[src/rtl/seq_match_fsm.sv]
`timescale 1ns/1ps
`default_nettype none
// ============================================================================
// Module   : seq_match_fsm
// Brief    : Serial pattern matcher. W-bit symbols shift into a DEPTH-deep
//            history; once armed, each accepted symbol is compared together
//            with the held history against a run-time programmable pattern.
//            Registered one-cycle match pulse plus a saturating match counter.
// Options  : SEQ_MATCH_MASK_EN adds i_pat_mask, a per-entry don't-care bit.
// Revision : 1.0  initial release
// ============================================================================
module seq_match_fsm #(
  parameter int IN_W  = 2,
  parameter int DEPTH = 4,
  parameter int CNT_W = 8
) (
  input  logic                     clk,
  input  logic                     rst,
  input  logic                     i_in_valid,
  input  logic [IN_W-1:0]          i_in_sym,
  input  logic                     i_pat_load,
  input  logic [$clog2(DEPTH)-1:0] i_pat_idx,
  input  logic [IN_W-1:0]          i_pat_sym,
`ifdef SEQ_MATCH_MASK_EN
  input  logic                     i_pat_mask,
`endif
  input  logic                     i_cnt_clr,
  output logic                     o_match,
  output logic                     o_armed,
  output logic [CNT_W-1:0]         o_match_cnt
);

  localparam int FILL_W = $clog2(DEPTH);

  typedef enum logic [0:0] {
    S_FILL  = 1'b0,
    S_ARMED = 1'b1
  } state_t;

  state_t            r_state;
  state_t            w_state_next;
  logic [FILL_W-1:0] r_fill;
  logic [FILL_W-1:0] w_fill_next;
  logic [IN_W-1:0]   r_pat  [DEPTH];
  logic [IN_W-1:0]   r_hist [DEPTH];
  logic [IN_W-1:0]   w_cmp  [DEPTH];
`ifdef SEQ_MATCH_MASK_EN
  logic [DEPTH-1:0]  r_mask;
`endif
  logic              w_accept;
  logic              w_eq;
  logic              w_match_next;
  logic              r_match;
  logic              r_armed;
  logic [CNT_W-1:0]  r_cnt;

  // A pattern write always wins over a same-cycle symbol.
  assign w_accept = i_in_valid & ~i_pat_load;

  // Compare vector: the DEPTH-1 newest held symbols followed by the incoming one.
  for (genvar k = 0; k < DEPTH; k++) begin : g_cmp
    if (k < DEPTH - 1) begin : g_hist
      assign w_cmp[k] = r_hist[k+1];
    end else begin : g_new
      assign w_cmp[k] = i_in_sym;
    end
  end

  // Whole-pattern equality; masked positions are don't-cares.
  always_comb begin
    w_eq = 1'b1;
    for (int k = 0; k < DEPTH; k++) begin
`ifdef SEQ_MATCH_MASK_EN
      if ((w_cmp[k] != r_pat[k]) && !r_mask[k]) w_eq = 1'b0;
`else
      if (w_cmp[k] != r_pat[k]) w_eq = 1'b0;
`endif
    end
  end

  // Next-state, fill count and match decision.
  always_comb begin
    w_state_next = r_state;
    w_fill_next  = r_fill;
    w_match_next = 1'b0;
    if (i_pat_load) begin
      w_state_next = S_FILL;
      w_fill_next  = '0;
    end else if (i_in_valid) begin
      case (r_state)
        S_FILL: begin
          if (r_fill == FILL_W'(DEPTH - 2)) begin
            w_fill_next  = FILL_W'(DEPTH - 1);
            w_state_next = S_ARMED;
          end else begin
            w_fill_next = r_fill + 1'b1;
          end
        end
        S_ARMED: w_match_next = w_eq;
        default: w_state_next = S_FILL;
      endcase
    end
  end

  // State register with registered match pulse and armed flag.
  always_ff @(posedge clk or posedge rst) begin
    if (rst) begin
      r_state <= S_FILL;
      r_fill  <= '0;
      r_match <= 1'b0;
      r_armed <= 1'b0;
    end else begin
      r_state <= w_state_next;
      r_fill  <= w_fill_next;
      r_match <= w_match_next;
      r_armed <= (w_state_next == S_ARMED);
    end
  end

  // Pattern storage; an out-of-range index writes nothing.
  always_ff @(posedge clk or posedge rst) begin
    if (rst) begin
      for (int k = 0; k < DEPTH; k++) r_pat[k] <= '0;
`ifdef SEQ_MATCH_MASK_EN
      r_mask <= '0;
`endif
    end else if (i_pat_load) begin
      for (int k = 0; k < DEPTH; k++) begin
        if (k == int'(i_pat_idx)) begin
          r_pat[k] <= i_pat_sym;
`ifdef SEQ_MATCH_MASK_EN
          r_mask[k] <= i_pat_mask;
`endif
        end
      end
    end
  end

  // History shift register: oldest at 0, newest enters at DEPTH-1.
  always_ff @(posedge clk or posedge rst) begin
    if (rst) begin
      for (int k = 0; k < DEPTH; k++) r_hist[k] <= '0;
    end else if (w_accept) begin
      for (int k = 0; k < DEPTH - 1; k++) r_hist[k] <= r_hist[k+1];
      r_hist[DEPTH-1] <= i_in_sym;
    end
  end

  // Saturating match counter; clear beats a same-edge increment.
  always_ff @(posedge clk or posedge rst) begin
    if (rst) begin
      r_cnt <= '0;
    end else if (i_cnt_clr) begin
      r_cnt <= '0;
    end else if (w_match_next && (r_cnt != {CNT_W{1'b1}})) begin
      r_cnt <= r_cnt + 1'b1;
    end
  end

  assign o_match     = r_match;
  assign o_armed     = r_armed;
  assign o_match_cnt = r_cnt;

endmodule
`default_nettype wire

[config.mk]
export PLATFORM = sky130hd
export DESIGN_NAME = seq_match_fsm
export DESIGN_NICKNAME = d
export VERILOG_FILES = /design/src/rtl/seq_match_fsm.sv
export SDC_FILE = /design/constraint.sdc
export NUM_CORES = 1
export LEC_CHECK = 0
export ABC_AREA = 0
export BUFFER_PORTS_ARGS = -buffer_cell sky130_fd_sc_hd__buf_2
export CAP_MARGIN = 20
export CORE_MARGIN = 10
export CORE_UTILIZATION = 55
export CTS_CLUSTER_SIZE = 40
export DETAILED_ROUTE_END_ITERATION = 8
export GPL_ROUTABILITY_DRIVEN = 0
export PLACE_DENSITY = 0.78
export RECOVER_POWER = 25
export SETUP_SLACK_MARGIN = 0.05
export SYNTH_ARGS = -nofsm -noshare
export SYNTH_HDL_FRONTEND = slang
export SYNTH_SLANG_ARGS = --single-unit
[constraint.sdc]
create_clock -name clk -period 2.55 [get_ports clk]
set_input_delay 0.1275 -clock clk [delete_from_list [all_inputs] [get_ports clk]]
set_output_delay 0.1275 -clock clk [all_outputs]
set_load 0.02 [all_outputs]
-- Yosys cells after proc, flatten, opt, wreduce, memory -nomap -nowiden
Index checks and enable logic that the tools add are counted.
Widths: inputs -> output; s select.
- bitwise logic cells: 2
- reduce and logical (&&, ||, !) cells: 9
- equal/unequal tests: 10
- multiplexer cells: 17
- $add $sub $neg: 2
- operators with widths (operator ; number):
    $mux 8 ; 2
    $mux 1 ; 11
    $reduce_and 2->1 ; 5
    $add 8x1->8 const B ; 1
    $mux 2 ; 4
    $ne 2x2->1 ; 4
    $ne 8x8->1 const B ; 1
    $eq 2x2->1 const A ; 2
    $reduce_bool 2->1 ; 2
    $add 2x1->2 const B ; 1
    $eq 1x2->1 const A ; 1
    $eq 2x2->1 const B ; 1
    $logic_not 2->1 ; 1
    $ne 2x2->1 const B ; 1
    $and 1x1->1 ; 1
    $logic_and 1x1->1 ; 1
    $not 1->1 ; 1
- output and inout port bits: 10
- register bits after elaboration: 26
- word-level logic and storage cells: 51
- input port bits: 11

-- Logic depth before layout (Yosys ltp)
- word-level depth: 11
- depth in mapped cells: 7
- depth with buffers taken out: 5

-- Least setup slack after synthesis
OpenSTA, ideal clock, no wires.
- kind: reg-to-reg
- start: reg r_pat[1] (netlist bit)
- end: reg r_cnt[3] (netlist: o_match_cnt[3])
- setup slack: 860 ps
- path buffers: 1
- required time: 2472 ps
- period minus slack after synthesis: 1690 ps
- library setup time: 78 ps
- stages on the path, launching flop included: 7
- data arrival time: 1612 ps
- cells stage by stage: dfrtp_1 -> xor2_1 -> nor4_4 -> nand4_2 -> buf_6 -> or3_1 -> a21oi_1
- longest elaborated chain between the ends: 7
- RTL lines (item ; RTL line ; source):
    start, declared ; 44 ; logic [IN_W-1:0] r_pat [DEPTH];
    start signal, assigned by index ; 130 ; r_pat[k] <= i_pat_sym;
    $ne 2x2->1 ; 76 ; if (w_cmp[k] != r_pat[k]) w_eq = 1'b0;
    $mux 1 ; 76 ;
    $mux 1 ; 90 ; case (r_state)
    $mux 1 ; 89 ; end else if (i_in_valid) begin
    $mux 1 ; 86 ; if (i_pat_load) begin
    $logic_and 1x1->1 ; 155 ; end else if (w_match_next && (r_cnt != {CNT_W{1'b1}})) begin
    $reduce_bool 2->1 (no line) ; -- ;
    end signal, assigned ; 156 ; r_cnt <= r_cnt + 1'b1;
    end, declared ; 55 ; logic [CNT_W-1:0] r_cnt;
No other way between the ends.
A chain may end at the register's enable or synchronous reset.

-- Final worst setup path
- start: reg r_pat[1] (netlist bit)
- end: reg r_cnt[7] (netlist: o_match_cnt[7])
Same word-level chain as after synthesis.

==> flow_summary.ini <==
[global_route]
grt_overflow = 0
track_usage_pct = 11.1
grt_max_degree = 27
grt_first_pass_wirelength_um = 4010
grt_pass1_vias = 939
antenna_found_initial = 0

[routing]
wl_per_cell_um = 14.9
ant_nets = 0
wirelength_um = 2280
dr.pass1.iters = 4
drtIter0Drc = 42
vias_per_cell = 5.59
drcViolationCount = 0
vias = 856

[synth]
ys_seq_elements = 26
synth_compound_area_share_pct = 6.39
seq_area_frac_synth_pct = 51.9
yosysUniqueCellTypes = 31
syn_inst = 105
syn_nets = 118
synth_adder_area_share_pct = 2.00
synth_mux_area_share_pct = 13.4
synth_warnings = 0
synth_top_family_by_area = simple AND/OR/NAND/NOR gates
syn_area_mm2 = 0.00125
synth_xor_area_share_pct = 6.29
synthSimpleGateAreaFrac_pct = 17.1
syn_area_per_cell_um2 = 11.9

[placement]
dp.cells = 150
io_buffer_count = 20
postPlaceCellArea_mm2 = 0.00136
dp_hpwl_um = 1840

[cts]
worstSkewPairLatency_ns = 0.30
clk_pin_slew_worst_paths_ns = 0.12
postCtsHoldBufs = 0
cts_resized = 0
cts_max_level = 1
root_buffer = clkbuf_4
clock-sinks = 26
post_cts.repair.setup_buffers = 0
cts_buffers = 3
cts_tree = done
clock_path_buffers = 2

[cells_and_area]
utilization_pct = 63.2
fin_area_mm2 = 0.00139
drive_above_1_share_pct = 35.2
nets = 140
syn_to_final_growth_pct = 10.5
instances_no_fill = 153
n_antenna_cell = 0

[worst_setup_path]
cp_num_cells = 5
crit_chain = xor2_1 -> nor4_4 -> nand4_2 -> or3_2 -> a21oi_1
cp_max_fo = 14
crit_slowest_cell = or3_2
critPathCaptureType = flop
cpPeakStageDelay_ns = 0.55
cp.required_ns = 2.78
worst-path-buf-inv = 0
worstPathArrival_ns = 2.24
worst_r2r_path_depth = 5
critical_path_class = flop to flop
start_kind = flop
critPathTopFamily = simple AND/OR/NAND/NOR gates

[timing]
setup_violations = 0
min_period_over_period_pct = 78.8
post-route-min-period_ns = 2.01
rsz0062_at_grt = no
slew_violations = 0
fmax_mhz = 498
timing.setup.tns_ns = 0
hold_violations = 0
max-slew-margin-rel_pct = 38.8
tightest_slew_ns = 0.918
skew_ns = 0.00519

[power]
peakVddDrop_uv = 443
leakage_nw = 0.635
p_per_area_mw_per_mm2 = 580

[floorplan]
core_area_mm2 = 0.00219
dieArea_mm2 = 0.00459
die_y_um = 67.7
floorplan.initialDensity_pct = 57.2
rows = 17
die_w_um = 67.7
num_io_pins = 21

[status]
status = finished clean

[hold_path]
hp-class = primary input to async pin

[flow_run]
drv_cap = 0
==> placed cells by master, fill, tap and decap left out, drive strengths merged, types with 2 or more instances in the layout <==
master,netlist,layout
inv,3,3
nand3b,2,2
nand2,2,2
or3,5,5
buf,3,20
nand3,5,5
xor2,8,8
clkbuf,0,3
nor2,5,5
dfrtp,26,26
ha,2,2
nand4,2,2
nor3,2,2
mux2,14,14
o21ai,5,5
and3,3,3
a21oi,8,8
==> worst paths after layout <==
check	start	to	slack (ns)
min in group clk	i_cnt_clr	o_match_cnt[3]	0.08
worst max-delay path	r_pat[1]	o_match_cnt[7]	0.54
worst min-delay path	rst	o_match_cnt[1]	0.0007
worst max register to register	r_pat[1]	o_match_cnt[7]	0.54
worst min register to register	r_hist[4]	r_hist[4]	0.54
max in group asynchronous	rst	r_pat[5]	1.99
==> final cells by class <==
cell class                 instances  area [um2]
sequential                        26         651
multi-input combinational         73         566
inverter                           3        11.3
tap                               28        35.0
clock buffer                       3        22.5
timing repair buffer              20         100
fill                             183         806
==> logic make-up after synthesis <==
kind of cell    Yosys count
compound gates           15
flops                    26
mux                      15
fa+ha+maj                 2
simple gates             32
buf+inv                   6
xor+xnor                  9
==> stage by stage <==
step / hold slack [ns] / total power, mW / setup WS, ns
floorplan: 0.168 / 0.618 / 0.860
global placement: 0.386 / 0.647 / 0.676
detailed placement: 0.384 / 0.656 / 0.577
CTS: 0.0377 / 0.817 / 0.528
global route: 0.0748 / 0.849 / 0.437
finish: 0.000718 / 0.803 / 0.541
==> report_power, final <==
part,leakage (nW),internal [mW],switching (mW),total [mW]
Combinational,0.289,0.0767,0.0679,0.145
Sequential,0.332,0.462,0.0367,0.499
Clock,0.0138,0.0551,0.105,0.160
Total,0.635,0.594,0.209,0.803
==> synthesized netlist by cell type <==
cell type	number	area share [%]
and3_4	1	0.90
xor2_1	8	5.6
nor2_1	5	1.5
or3_1	4	2.0
nand2b_1	1	0.50
inv_1	3	0.90
o21ai_0	5	2.0
nand4_1	1	0.50
buf_1	1	0.30
nand4_2	1	1.0
nor3b_1	1	0.60
o31ai_1	1	0.60
nand3b_1	2	1.2
or3_2	1	0.60
dfrtp_1	26	52
a21oi_1	8	3.2
mux2i_1	1	0.80
buf_6	2	1.8
mux2_2	14	13
and3_2	1	0.60
and3_1	1	0.50
nor3_1	2	0.80
a211oi_1	1	0.60
ha_1	2	2.0
nor2b_2	1	0.70
or4_1	1	0.60
nor4_4	1	1.7
nand2_1	2	0.60
nand3_1	5	2.0
xnor2_1	1	0.70
and4_2	1	0.80
==> flip-flops by register name (all words and copies together) (netlist names) <==
register,flops
o_match,1
r_pat,8
r_fill,2
o_armed,1
o_match_cnt,8
r_hist,6
==> per-layer routing <==
metal  global-route usage, %  vias up  wire [um]
met2                    18.9       16       1150
met5                       0        -          0
met4                    4.10        0         16
met1                    12.8      421        999
li1                        -      417          -
met3                    3.14        2        111
Note: power is estimated with default switching activity, not from simulation.
